===== config.mk =====
export PLATFORM = sky130hd
export DESIGN_NAME = fetch_stage
export DESIGN_NICKNAME = d
export VERILOG_FILES = /design/src/rtl/fetch_stage_pkg.sv /design/src/rtl/fetch_replay_buf.sv /design/src/rtl/fetch_stage.sv
export SDC_FILE = /design/constraint.sdc
export NUM_CORES = 1
export LEC_CHECK = 0
export CAP_MARGIN = 20
export CORE_MARGIN = 3
export CORE_UTILIZATION = 50
export DETAILED_ROUTE_END_ITERATION = 6
export DONT_BUFFER_PORTS = 1
export SYNTH_ARGS = -nofsm -noshare
export SYNTH_HDL_FRONTEND = slang
export SYNTH_SLANG_ARGS = --single-unit

===== constraint.sdc =====
create_clock -name clk -period 5 [get_ports clk]
set_input_delay 0.5 -clock clk [delete_from_list [all_inputs] [get_ports clk]]
set_output_delay 0.5 -clock clk [all_outputs]
set_load 0.05 [all_outputs]

===== src/rtl/fetch_stage_pkg.sv =====
// Shared fetch/decode definitions: instruction and PC widths, VNOP encoding,
// fetch FSM states and the IF/ID payload.
package fetch_stage_pkg;

    localparam int unsigned INST_W   = 32;
    localparam int unsigned PC_W     = 32;
    localparam int unsigned OPC_W    = 6;
    localparam int unsigned BR_TGT_W = 16;

    localparam logic [OPC_W-1:0]  OPC_VNOP  = 6'b111100;
    localparam logic [INST_W-1:0] VNOP_WORD = {OPC_VNOP, {(INST_W-OPC_W){1'b0}}};

    typedef enum logic [1:0] {
        BOOT     = 2'd0,
        RUN      = 2'd1,
        HOLD     = 2'd2,
        REDIRECT = 2'd3
    } fetch_state_t;

    typedef struct packed {
        logic [INST_W-1:0] inst;
        logic [PC_W-1:0]   pc;
        logic              valid;
    } if_id_t;

    localparam if_id_t IF_ID_BUBBLE = '{inst: VNOP_WORD, pc: '0, valid: 1'b0};

endpackage


===== src/rtl/fetch_replay_buf.sv =====
// One-entry replay register holding the instruction word that returned from
// imem in the cycle a stall froze the fetch pipe.
module fetch_replay_buf
    import fetch_stage_pkg::*;
(
    input  logic              clk,
    input  logic              rst_n,
    input  logic              i_load,
    input  logic              i_clear,
    input  logic [INST_W-1:0] i_data,
    output logic [INST_W-1:0] o_data,
    output logic              o_valid
);

    logic [INST_W-1:0] r_data;
    logic              r_valid;

    // Clear wins over load so a redirect always empties the entry.
    always_ff @(posedge clk or negedge rst_n) begin
        if (!rst_n) begin
            r_data  <= VNOP_WORD;
            r_valid <= 1'b0;
        end else if (i_clear) begin
            r_data  <= VNOP_WORD;
            r_valid <= 1'b0;
        end else if (i_load) begin
            r_data  <= i_data;
            r_valid <= 1'b1;
        end
    end

    assign o_data  = r_data;
    assign o_valid = r_valid;

endmodule


===== src/rtl/fetch_stage.sv =====
// Instruction fetch stage: PC sequencing, stall replay and branch redirect.
// Optional performance counters are built when FETCH_PERF_CNT_EN is defined.
module fetch_stage
    import fetch_stage_pkg::*;
#(
    parameter logic [PC_W-1:0] RESET_PC = 32'h0000_0000,
    parameter int unsigned     PC_INC   = 4
) (
    input  logic                clk,
    input  logic                rst_n,
    input  logic                stall,
    input  logic                br_taken,
    input  logic [BR_TGT_W-1:0] br_target,
    output logic [PC_W-1:0]     imem_addr,
    output logic                imem_rdEn,
    input  logic [INST_W-1:0]   imem_data,
    output logic [INST_W-1:0]   IF_ID_inst,
    output logic [PC_W-1:0]     IF_ID_pc,
    output logic                IF_ID_valid
`ifdef FETCH_PERF_CNT_EN
    ,
    output logic [31:0]         perf_fetch_cnt,
    output logic [31:0]         perf_flush_cnt
`endif
);

    fetch_state_t      r_state;
    fetch_state_t      w_state_nxt;
    logic [PC_W-1:0]   r_pc;
    logic [PC_W-1:0]   w_pc_nxt;
    logic [PC_W-1:0]   w_pc_inc;
    logic [PC_W-1:0]   w_pc_prev;
    if_id_t            r_ifid;
    if_id_t            w_ifid_nxt;
    logic              r_rden;
    logic              w_rpl_load;
    logic              w_rpl_clear;
    logic [INST_W-1:0] w_rpl_data;
    logic              w_rpl_valid;

    // The word arriving on imem_data always belongs to pc - PC_INC.
    assign w_pc_inc  = r_pc + PC_W'(PC_INC);
    assign w_pc_prev = r_pc - PC_W'(PC_INC);

    always_ff @(posedge clk or negedge rst_n) begin
        if (!rst_n) begin
            r_state <= BOOT;
        end else begin
            r_state <= w_state_nxt;
        end
    end

    always_comb begin
        w_state_nxt = r_state;
        w_pc_nxt    = r_pc;
        w_ifid_nxt  = r_ifid;
        w_rpl_load  = 1'b0;
        w_rpl_clear = 1'b0;
        if (br_taken) begin
            w_state_nxt = REDIRECT;
            w_pc_nxt    = {{(PC_W-BR_TGT_W){1'b0}}, br_target};
            w_ifid_nxt  = IF_ID_BUBBLE;
            w_rpl_clear = 1'b1;
        end else begin
            case (r_state)
                BOOT: begin
                    w_pc_nxt    = w_pc_inc;
                    w_ifid_nxt  = IF_ID_BUBBLE;
                    w_state_nxt = RUN;
                end
                RUN: begin
                    if (stall) begin
                        w_rpl_load  = 1'b1;
                        w_state_nxt = HOLD;
                    end else begin
                        w_pc_nxt   = w_pc_inc;
                        w_ifid_nxt = '{inst: imem_data, pc: w_pc_prev, valid: 1'b1};
                    end
                end
                HOLD: begin
                    // imem kept its last output while rdEn was low, so the
                    // word for the frozen pc is still on imem_data next cycle.
                    if (!stall) begin
                        w_pc_nxt    = w_pc_inc;
                        w_ifid_nxt  = '{inst: w_rpl_data, pc: w_pc_prev, valid: w_rpl_valid};
                        w_rpl_clear = 1'b1;
                        w_state_nxt = RUN;
                    end
                end
                REDIRECT: begin
                    w_pc_nxt    = w_pc_inc;
                    w_ifid_nxt  = IF_ID_BUBBLE;
                    w_state_nxt = RUN;
                end
                default: begin
                    w_state_nxt = BOOT;
                end
            endcase
        end
    end

    always_ff @(posedge clk or negedge rst_n) begin
        if (!rst_n) begin
            r_pc   <= RESET_PC;
            r_ifid <= IF_ID_BUBBLE;
            r_rden <= 1'b1;
        end else begin
            r_pc   <= w_pc_nxt;
            r_ifid <= w_ifid_nxt;
            r_rden <= (w_state_nxt != HOLD);
        end
    end

    fetch_replay_buf u_replay (
        .clk     (clk),
        .rst_n   (rst_n),
        .i_load  (w_rpl_load),
        .i_clear (w_rpl_clear),
        .i_data  (imem_data),
        .o_data  (w_rpl_data),
        .o_valid (w_rpl_valid)
    );

    assign imem_addr   = r_pc;
    assign imem_rdEn   = r_rden;
    assign IF_ID_inst  = r_ifid.inst;
    assign IF_ID_pc    = r_ifid.pc;
    assign IF_ID_valid = r_ifid.valid;

`ifdef FETCH_PERF_CNT_EN
    logic        w_fetch_load;
    logic [31:0] r_perf_fetch;
    logic [31:0] r_perf_flush;

    // Mirrors the valid IF/ID loads of the next-state logic.
    assign w_fetch_load = !br_taken && !stall &&
                          ((r_state == RUN) || ((r_state == HOLD) && w_rpl_valid));

    always_ff @(posedge clk or negedge rst_n) begin
        if (!rst_n) begin
            r_perf_fetch <= 32'd0;
            r_perf_flush <= 32'd0;
        end else begin
            if (w_fetch_load) begin
                r_perf_fetch <= r_perf_fetch + 32'd1;
            end
            if (br_taken) begin
                r_perf_flush <= r_perf_flush + 32'd1;
            end
        end
    end

    assign perf_fetch_cnt = r_perf_fetch;
    assign perf_flush_cnt = r_perf_flush;
`endif

endmodule


==> results.yml, run 1 <==
critical_path:
  critical_path.reg2reg.endpoint: "IF_ID_inst[27]"
  critical-path-max-stage-delay_ns: 0.94
  worstPathBufferInverterCount: 1
  path_cells: "inv_1 > ha_2 > nor2_1 > or3_2 > o21ai_0"
  crit_path_max_fanout: 58
  setup.worst_path.class: "flop to flop"
  critPathSlowestCell: "sky130_fd_sc_hd__or3_2"
  worst_setup_path_end_kind: "flop"
  critical_path.startpoint_type: "flop"
  r2r_setup_slack_ns: 2.09
  arrival_ns: 3.23
  critical-path-top-delay-family: "simple AND/OR/NAND/NOR gates"
  regToRegStartpoint: "r_state[1]"
  critPathRequiredTime_ns: 5.31
  r2r.worst_path.cells: 5
final_layout:
  layout-drive-gt1-share_pct: 10.90
  num_antenna_cells: 0
  finish.net_count: 686
  nFillCells: 1132
  layoutNonFillerInstCount: 810
  area_delta_synth_final_pct: 10.49
detailed_routing:
  totalWireLength_um: 15460
  routed_wire_length_per_instance_um: 19.08
  dr.first_iter.drc_count: 295
  route.vias.total: 4685
  drc: 0
  antenna_violation_net_count_after_detailed_routing: 0
  routed_via_density: 5.784
  drt_pre_antenna_iters: 4
place:
  place.detailed.instances: 777
  pre_cts_slack_ns: 2.051
  detailedPlacementHpwl_um: 10190
  routabilityCongestion: 0.7915
  placement.io_buffers: 0
global_routing:
  globalRoute.totalOverflow: 0
  via_count_of_the_first_global_routing_pass: 4579
  grt_max_degree: 134
  grt.total_usage_pct: 22.45
  wire_length_of_the_first_global_routing_pass_um: 25320
  antenna_found_initial: 0
clock_tree:
  clk-insertion-delay-late_ns: 0.42
  cts-root-buf: "sky130_fd_sc_hd__clkbuf_16"
  clock_sink_count: 133
  cts_max_level: 4
  cts-buffers-inserted: 17
  cts.path.max_buffers: 2
  clk_transition_reported_paths_ns: 0.06
  postCtsSetupBuffers: 0
  tritoncts: "yes"
logic_synthesis:
  synthAdderAreaFrac_pct: 0.9679
  synthCells: 658
  synth-simple-area-share_pct: 18.70
  synth_enable_flop_cells: 0
  dominant_combinational_cell_family_by_area_after_synthesis: "simple AND/OR/NAND/NOR gates"
  synth-main-ff-cell: "sky130_fd_sc_hd__dfrtp_1"
  synth_fp_nets: 715
  post_synth_xor_area_fraction_pct: 6.098
  yosys_warns: 0
  synth_area_per_cell_um2: 9.823
  netlist_area_mm2: 0.006464
  synth.top_cells.by_count: "sky130_fd_sc_hd__dfrtp_1, sky130_fd_sc_hd__nand2_1, sky130_fd_sc_hd__o21ai_0"
  synth_seq_area_share_pct: 51.66
  synth.largest_area_cell: "sky130_fd_sc_hd__dfrtp_1"
  yosys-mux-area-fraction_pct: 5.710
  synthMostInstantiatedCell: "sky130_fd_sc_hd__dfrtp_1"
  async_reset_ff_share_pct: 100.0
  register_bit_count_reported_by_yosys: 133
  synthDominantCellAreaShare_pct: 48.01
  synth_compound_gate_area_share_pct: 12.80
  netlist_top_cells_area: "sky130_fd_sc_hd__dfrtp_1, sky130_fd_sc_hd__nand2_1, sky130_fd_sc_hd__mux2i_1"
  yosysUniqueCellTypes: 51
power:
  netSwitchingFraction_pct: 34.76
  power_frac_seq_pct: 46.4
  power.leakage_nw: 3.010
  power.density_mw_per_mm2: 498.9
  peak_supply_drop_mv: 0.2364
  power_report.internal_total_mw: 2.325
  comb_power_share_pct: 15.7
  clockPowerShare_pct: 37.9
  switching_power_mw: 1.239
die:
  std_cell_rows: 40
  design.portCount: 150
  core_mm2: 0.01231
  initial_utilization_pct: 52.50
  die-width_um: 119.7
  die_height_um: 119.7
  die-area_mm2: 0.01433
sta:
  timing.setup.tns_ns: 0
  setup-violations-final: 0
  post-route-min-period_ns: 2.913
  slew_viol_final: 0
  slew_headroom_pct: 29.61
  final.period_utilization_pct: 58.26
  hold_viol_final: 0
  timing_worst_slew_pin_value_ns: 1.056
  finClkSkew_ns: 0.005104
  setup_ws_ns: 2.087
  unrepaired_setup_endpoints_after_global_routing: "no"
  peak_freq_mhz: 343.3
run_status:
  status: "finished clean"
min_path:
  holdCritPathClass: "input port to async pin"
job:
  drv.max_cap_violation_count: 0
through the flow:
step	total power, mW	util (%)	hold WS, ns	instance area, µm²
after floorplan	2.088	-	0.2044	6464
after global placement	2.190	52.57	0.2080	6472
after detailed placement	2.214	52.57	0.2073	6472
after CTS	3.596	58.01	0.09864	7142
after global routing	3.728	58.01	0.1031	7142
final	3.563	58.01	0.07050	7142
cells in the final DEF, fill, tap and decap left out, types with 4 or more instances in the layout:
| cell type | netlist | routed |
|---|---|---|
| sky130_fd_sc_hd__a21oi_1 | 19 | 19 |
| sky130_fd_sc_hd__a22o_1 | 24 | 24 |
| sky130_fd_sc_hd__and3_1 | 4 | 4 |
| sky130_fd_sc_hd__bufinv_16 | 0 | 5 |
| sky130_fd_sc_hd__clkbuf_16 | 0 | 17 |
| sky130_fd_sc_hd__clkinv_2 | 0 | 4 |
| sky130_fd_sc_hd__dfrtp_1 | 124 | 124 |
| sky130_fd_sc_hd__dfstp_2 | 9 | 9 |
| sky130_fd_sc_hd__ha_1 | 5 | 4 |
| sky130_fd_sc_hd__inv_1 | 8 | 8 |
| sky130_fd_sc_hd__mux2_1 | 4 | 4 |
| sky130_fd_sc_hd__mux2i_1 | 29 | 29 |
| sky130_fd_sc_hd__nand2_1 | 117 | 117 |
| sky130_fd_sc_hd__nand3_1 | 18 | 18 |
| sky130_fd_sc_hd__nand4_1 | 10 | 10 |
| sky130_fd_sc_hd__nor2_1 | 40 | 40 |
| sky130_fd_sc_hd__nor2b_1 | 7 | 7 |
| sky130_fd_sc_hd__nor3_1 | 11 | 11 |
| sky130_fd_sc_hd__nor4_1 | 5 | 5 |
| sky130_fd_sc_hd__nor4_2 | 6 | 6 |
| sky130_fd_sc_hd__o21ai_0 | 54 | 54 |
| sky130_fd_sc_hd__o21ai_1 | 24 | 24 |
| sky130_fd_sc_hd__or4_1 | 4 | 4 |
| sky130_fd_sc_hd__xnor2_1 | 28 | 28 |
| sky130_fd_sc_hd__xor2_1 | 17 | 17 |
how the worst max path moves through the flow:
| stage | to | slack (ns) | depth (start not counted) | start |
|---|---|---|---|---|
| global route | IF_ID_inst[27] | 1.88 | 5 | r_state[1] |
| global placement | IF_ID_pc[2] | 2.22 | 5 | r_state[1] |
| CTS | IF_ID_inst[27] | 2.06 | 5 | r_state[1] |
| finish | IF_ID_inst[27] | 2.09 | 5 | r_state[1] |
| detailed placement | IF_ID_pc[22] | 2.05 | 5 | r_state[1] |
| floorplan | imem_addr[26] | 2.70 | 6 | imem_addr[6] |
per-layer routing:
layer | routed length, µm | global-route usage [%]
met5 | 0 | 0
met3 | 1329 | 8.341
met1 | 6452 | 28.39
met2 | 7350 | 35.20
met4 | 323 | 8.661
flip-flops by register name (all words and copies together), names as in the netlist:
| signal | flops |
|---|---|
| imem_addr | 32 |
| r_state | 2 |
| IF_ID_pc | 32 |
| IF_ID_inst | 32 |
| u_replay.o_data | 32 |
| imem_rdEn | 1 |
| IF_ID_valid | 1 |
| u_replay.o_valid | 1 |
area by class of cell:
cell class | count | area, µm² | share of cell area, %
flip-flops and latches | 133 | 3339 | 46.76
multi-input cells | 464 | 2867 | 40.14
clock buffers | 22 | 464.2 | 6.500
well taps | 168 | 210.2 | 2.943
clock inverters | 10 | 177.7 | 2.488
repair buffers | 4 | 50.05 | 0.7008
inverters | 9 | 33.78 | 0.4730
worst reg2reg max path, stage by stage (launching register included):
cell and delay [ns]:
sky130_fd_sc_hd__dfrtp_1 0.40, sky130_fd_sc_hd__inv_1 0.11, sky130_fd_sc_hd__ha_2 0.85, sky130_fd_sc_hd__nor2_1 0.12, sky130_fd_sc_hd__or3_2 0.94, sky130_fd_sc_hd__o21ai_0 0.39
kinds of logic (layout without fill, tap and decap cells):
group | count (synthesis) | after routing
AND/OR/NAND/NOR | 243 | 243
flip-flops | 133 | 133
adder cells (fa/ha/maj) | 5 | 5
multiplexers | 36 | 36
XOR/XNOR | 45 | 45
buffers and inverters | 61 | 45
AO/OA/AOI/OAI | 135 | 135
power groups by stage:
stage               registers [mW]  clock network, mW  logic, mW
detailed placement            1.67                  0      0.539
CTS                           1.66               1.38      0.565
finish                        1.65               1.35      0.558
global route                  1.67               1.43      0.629
global placement              1.67                  0      0.521
floorplan                     1.61                  0      0.479
timing repair:
item | CTS | global route
endpoints found under the hold margin | 133 | 0
hold buffers | 1 | 0
endpoints found under the setup margin | 0 | 0
gates resized for setup | 0 | 0
Power figures use the tool's default switching activity.
==> run 2, diff against run 1 <==
==> constraint.sdc (replaced) <==
create_clock -name clk -period 2.7 [get_ports clk]
set_input_delay 0.27 -clock clk [delete_from_list [all_inputs] [get_ports clk]]
set_output_delay 0.27 -clock clk [all_outputs]
set_load 0.05 [all_outputs]
==> run 2 against run 1 <==
  * Combinational power is 140% higher
  * Highest routed layer unchanged
  * Largest cell class unchanged
  * The run now ends with hold timing left
  * Critical path depth rose by 2
  * Sequential share of layout area fell by 4.1 points
  * Global-route usage up 2.1 points
  * First-iteration DRC count grew 38%
==> results.yml, run 2 (synthesis gave the netlist of run 1 again) <==
critical_path:
  r2r.worst_path.cells: 7
  critical-path-top-delay-family: "simple AND/OR/NAND/NOR gates"
  setup.worst_path.class: "flop to flop"
  crit_path_start: "r_state[0]"
  critical_path.startpoint_type: "flop"
  worstPathBufferInverterCount: 1
  regToRegStartpoint: "r_state[0]"
  critical-path-max-stage-delay_ns: 0.43
  critical_path.reg2reg.endpoint: "imem_addr[26]"
  crit_path_max_fanout: 5
  worst_setup_path_end_kind: "flop"
  arrival_ns: 2.58
  r2r_setup_slack_ns: 0.43
  critPathRequiredTime_ns: 3.00
  path_cells: "inv_1 > ha_1 > nor2b_1 > a2111oi_4 > and2_1 > nor3b_2 > mux2_1"
  critPathSlowestCell: "sky130_fd_sc_hd__a2111oi_4"
power:
  power.leakage_nw: 3.361
  peak_supply_drop_mv: 0.4602
  power_frac_seq_pct: 44.0
  netSwitchingFraction_pct: 35.45
  clockPowerShare_pct: 35.9
  comb_power_share_pct: 20.1
  power_report.internal_total_mw: 4.260
  switching_power_mw: 2.340
  power.density_mw_per_mm2: 842.7
global_routing:
  via_count_of_the_first_global_routing_pass: 5247
  antenna_found_initial: 0
  globalRoute.totalOverflow: 0
  wire_length_of_the_first_global_routing_pass_um: 27880
  grt.total_usage_pct: 24.56
  grt_max_degree: 134
place:
  detailedPlacementHpwl_um: 10790
  routabilityCongestion: 0.8598
  placement.io_buffers: 0
  place.detailed.instances: 811
sta:
  final.period_utilization_pct: 84.24
  timing.setup.tns_ns: 0
  slew_headroom_pct: 50.02
  timing_worst_slew_pin_value_ns: 0.7497
  finClkSkew_ns: 0.009429
  post-route-min-period_ns: 2.275
  unrepaired_setup_endpoints_after_global_routing: "no"
  setup-violations-final: 0
  whs_ns: -0.4619
  hold_viol_final: 133
  peak_freq_mhz: 439.6
  slew_viol_final: 0
job:
  drv.max_cap_violation_count: 0
clock_tree:
  clock_sink_count: 133
  cts_hold_buf: 49
  cts-buffers-inserted: 17
  clk-insertion-delay-late_ns: 0.43
  post_cts_resize_count: 0
  tritoncts: "yes"
  postCtsSetupBuffers: 0
  clk_transition_reported_paths_ns: 0.06
  cts.path.max_buffers: 2
  cts_max_level: 4
  cts-root-buf: "sky130_fd_sc_hd__clkbuf_16"
detailed_routing:
  antenna_violation_net_count_after_detailed_routing: 0
  drt_pre_antenna_iters: 5
  routed_via_density: 5.672
  dr.first_iter.drc_count: 408
  totalWireLength_um: 17020
  drc: 0
  route.vias.total: 5059
  routed_wire_length_per_instance_um: 19.08
final_layout:
  final_cell_mix: "sky130_fd_sc_hd__dfrtp_1, sky130_fd_sc_hd__nand2_1, sky130_fd_sc_hd__o21ai_0, sky130_fd_sc_hd__dlygate4sd3_1, sky130_fd_sc_hd__nor2_1"
  most_common_cell_after_layout_fill_and_taps_aside: "sky130_fd_sc_hd__dfrtp_1"
  layoutNonFillerInstCount: 892
  finish.net_count: 768
  final_core_util_pct: 63.61
  layout-drive-gt1-share_pct: 14.36
  num_antenna_cells: 0
  area_delta_synth_final_pct: 21.16
die:
  die-area_mm2: 0.01433
  die-width_um: 119.7
  initial_utilization_pct: 52.50
  core_mm2: 0.01231
  std_cell_rows: 40
  design.portCount: 150
  die_height_um: 119.7
run_status:
  status: "finished with violations"
  failing_checks: "hold timing"
min_path:
  holdCritPathClass: "input port to async pin"
==> run 2: cell type report <==
class / instances / area [µm²]
clock inverter: 9 / 125.1
fill: 1053 / 4481
tap: 168 / 210.2
timing repair buffer: 86 / 778.2
sequential: 133 / 3339
inverter: 9 / 33.78
multi-input combinational: 464 / 2867
clock buffer: 23 / 478.0
==> run 2: how the worst max path moves through the flow <==
stage,slack (ns),depth (start not counted),end
2_1_floorplan,0.40,6,imem_addr[26]
3_3_place_gp,0.53,8,IF_ID_pc[30]
3_5_place_dp,0.47,7,imem_addr[26]
4_1_cts,0.42,7,imem_addr[26]
5_1_grt,0.31,6,IF_ID_inst[30]
6_report,0.43,7,imem_addr[26]
==> run 2: through the flow <==
step | hold WS, ns | setup WS, ns | area, µm² | total power [mW]
2_1_floorplan | -0.02559 | 0.3985 | 6464 | 3.867
3_3_place_gp | -0.02221 | 0.5308 | 6728 | 4.153
3_5_place_dp | -0.02165 | 0.4670 | 6728 | 4.190
4_1_cts | -0.4706 | 0.4227 | 7831 | 6.632
5_1_grt | -0.4732 | 0.3077 | 7831 | 6.864
6_report | -0.4619 | 0.4254 | 7831 | 6.599
==> run 2: power groups by stage <==
stage                     Sequential [mW]  Clock, mW  Combinational [mW]
final                                2.90       2.37                1.33
after global routing                 2.93       2.48                1.46
after CTS                            2.91       2.39                1.33
after detailed placement             2.94          0                1.25
after global placement               2.93          0                1.23
after floorplan                      2.98          0               0.887
==> run 2: routing by layer <==
metal	share of wire (%)	global-route usage (%)	up-vias
li1	-	-	2373
met1	42	29.77	2512
met2	49	41.45	155
met3	7.5	7.587	19
met4	1.2	8.805	0
met5	0	0	-
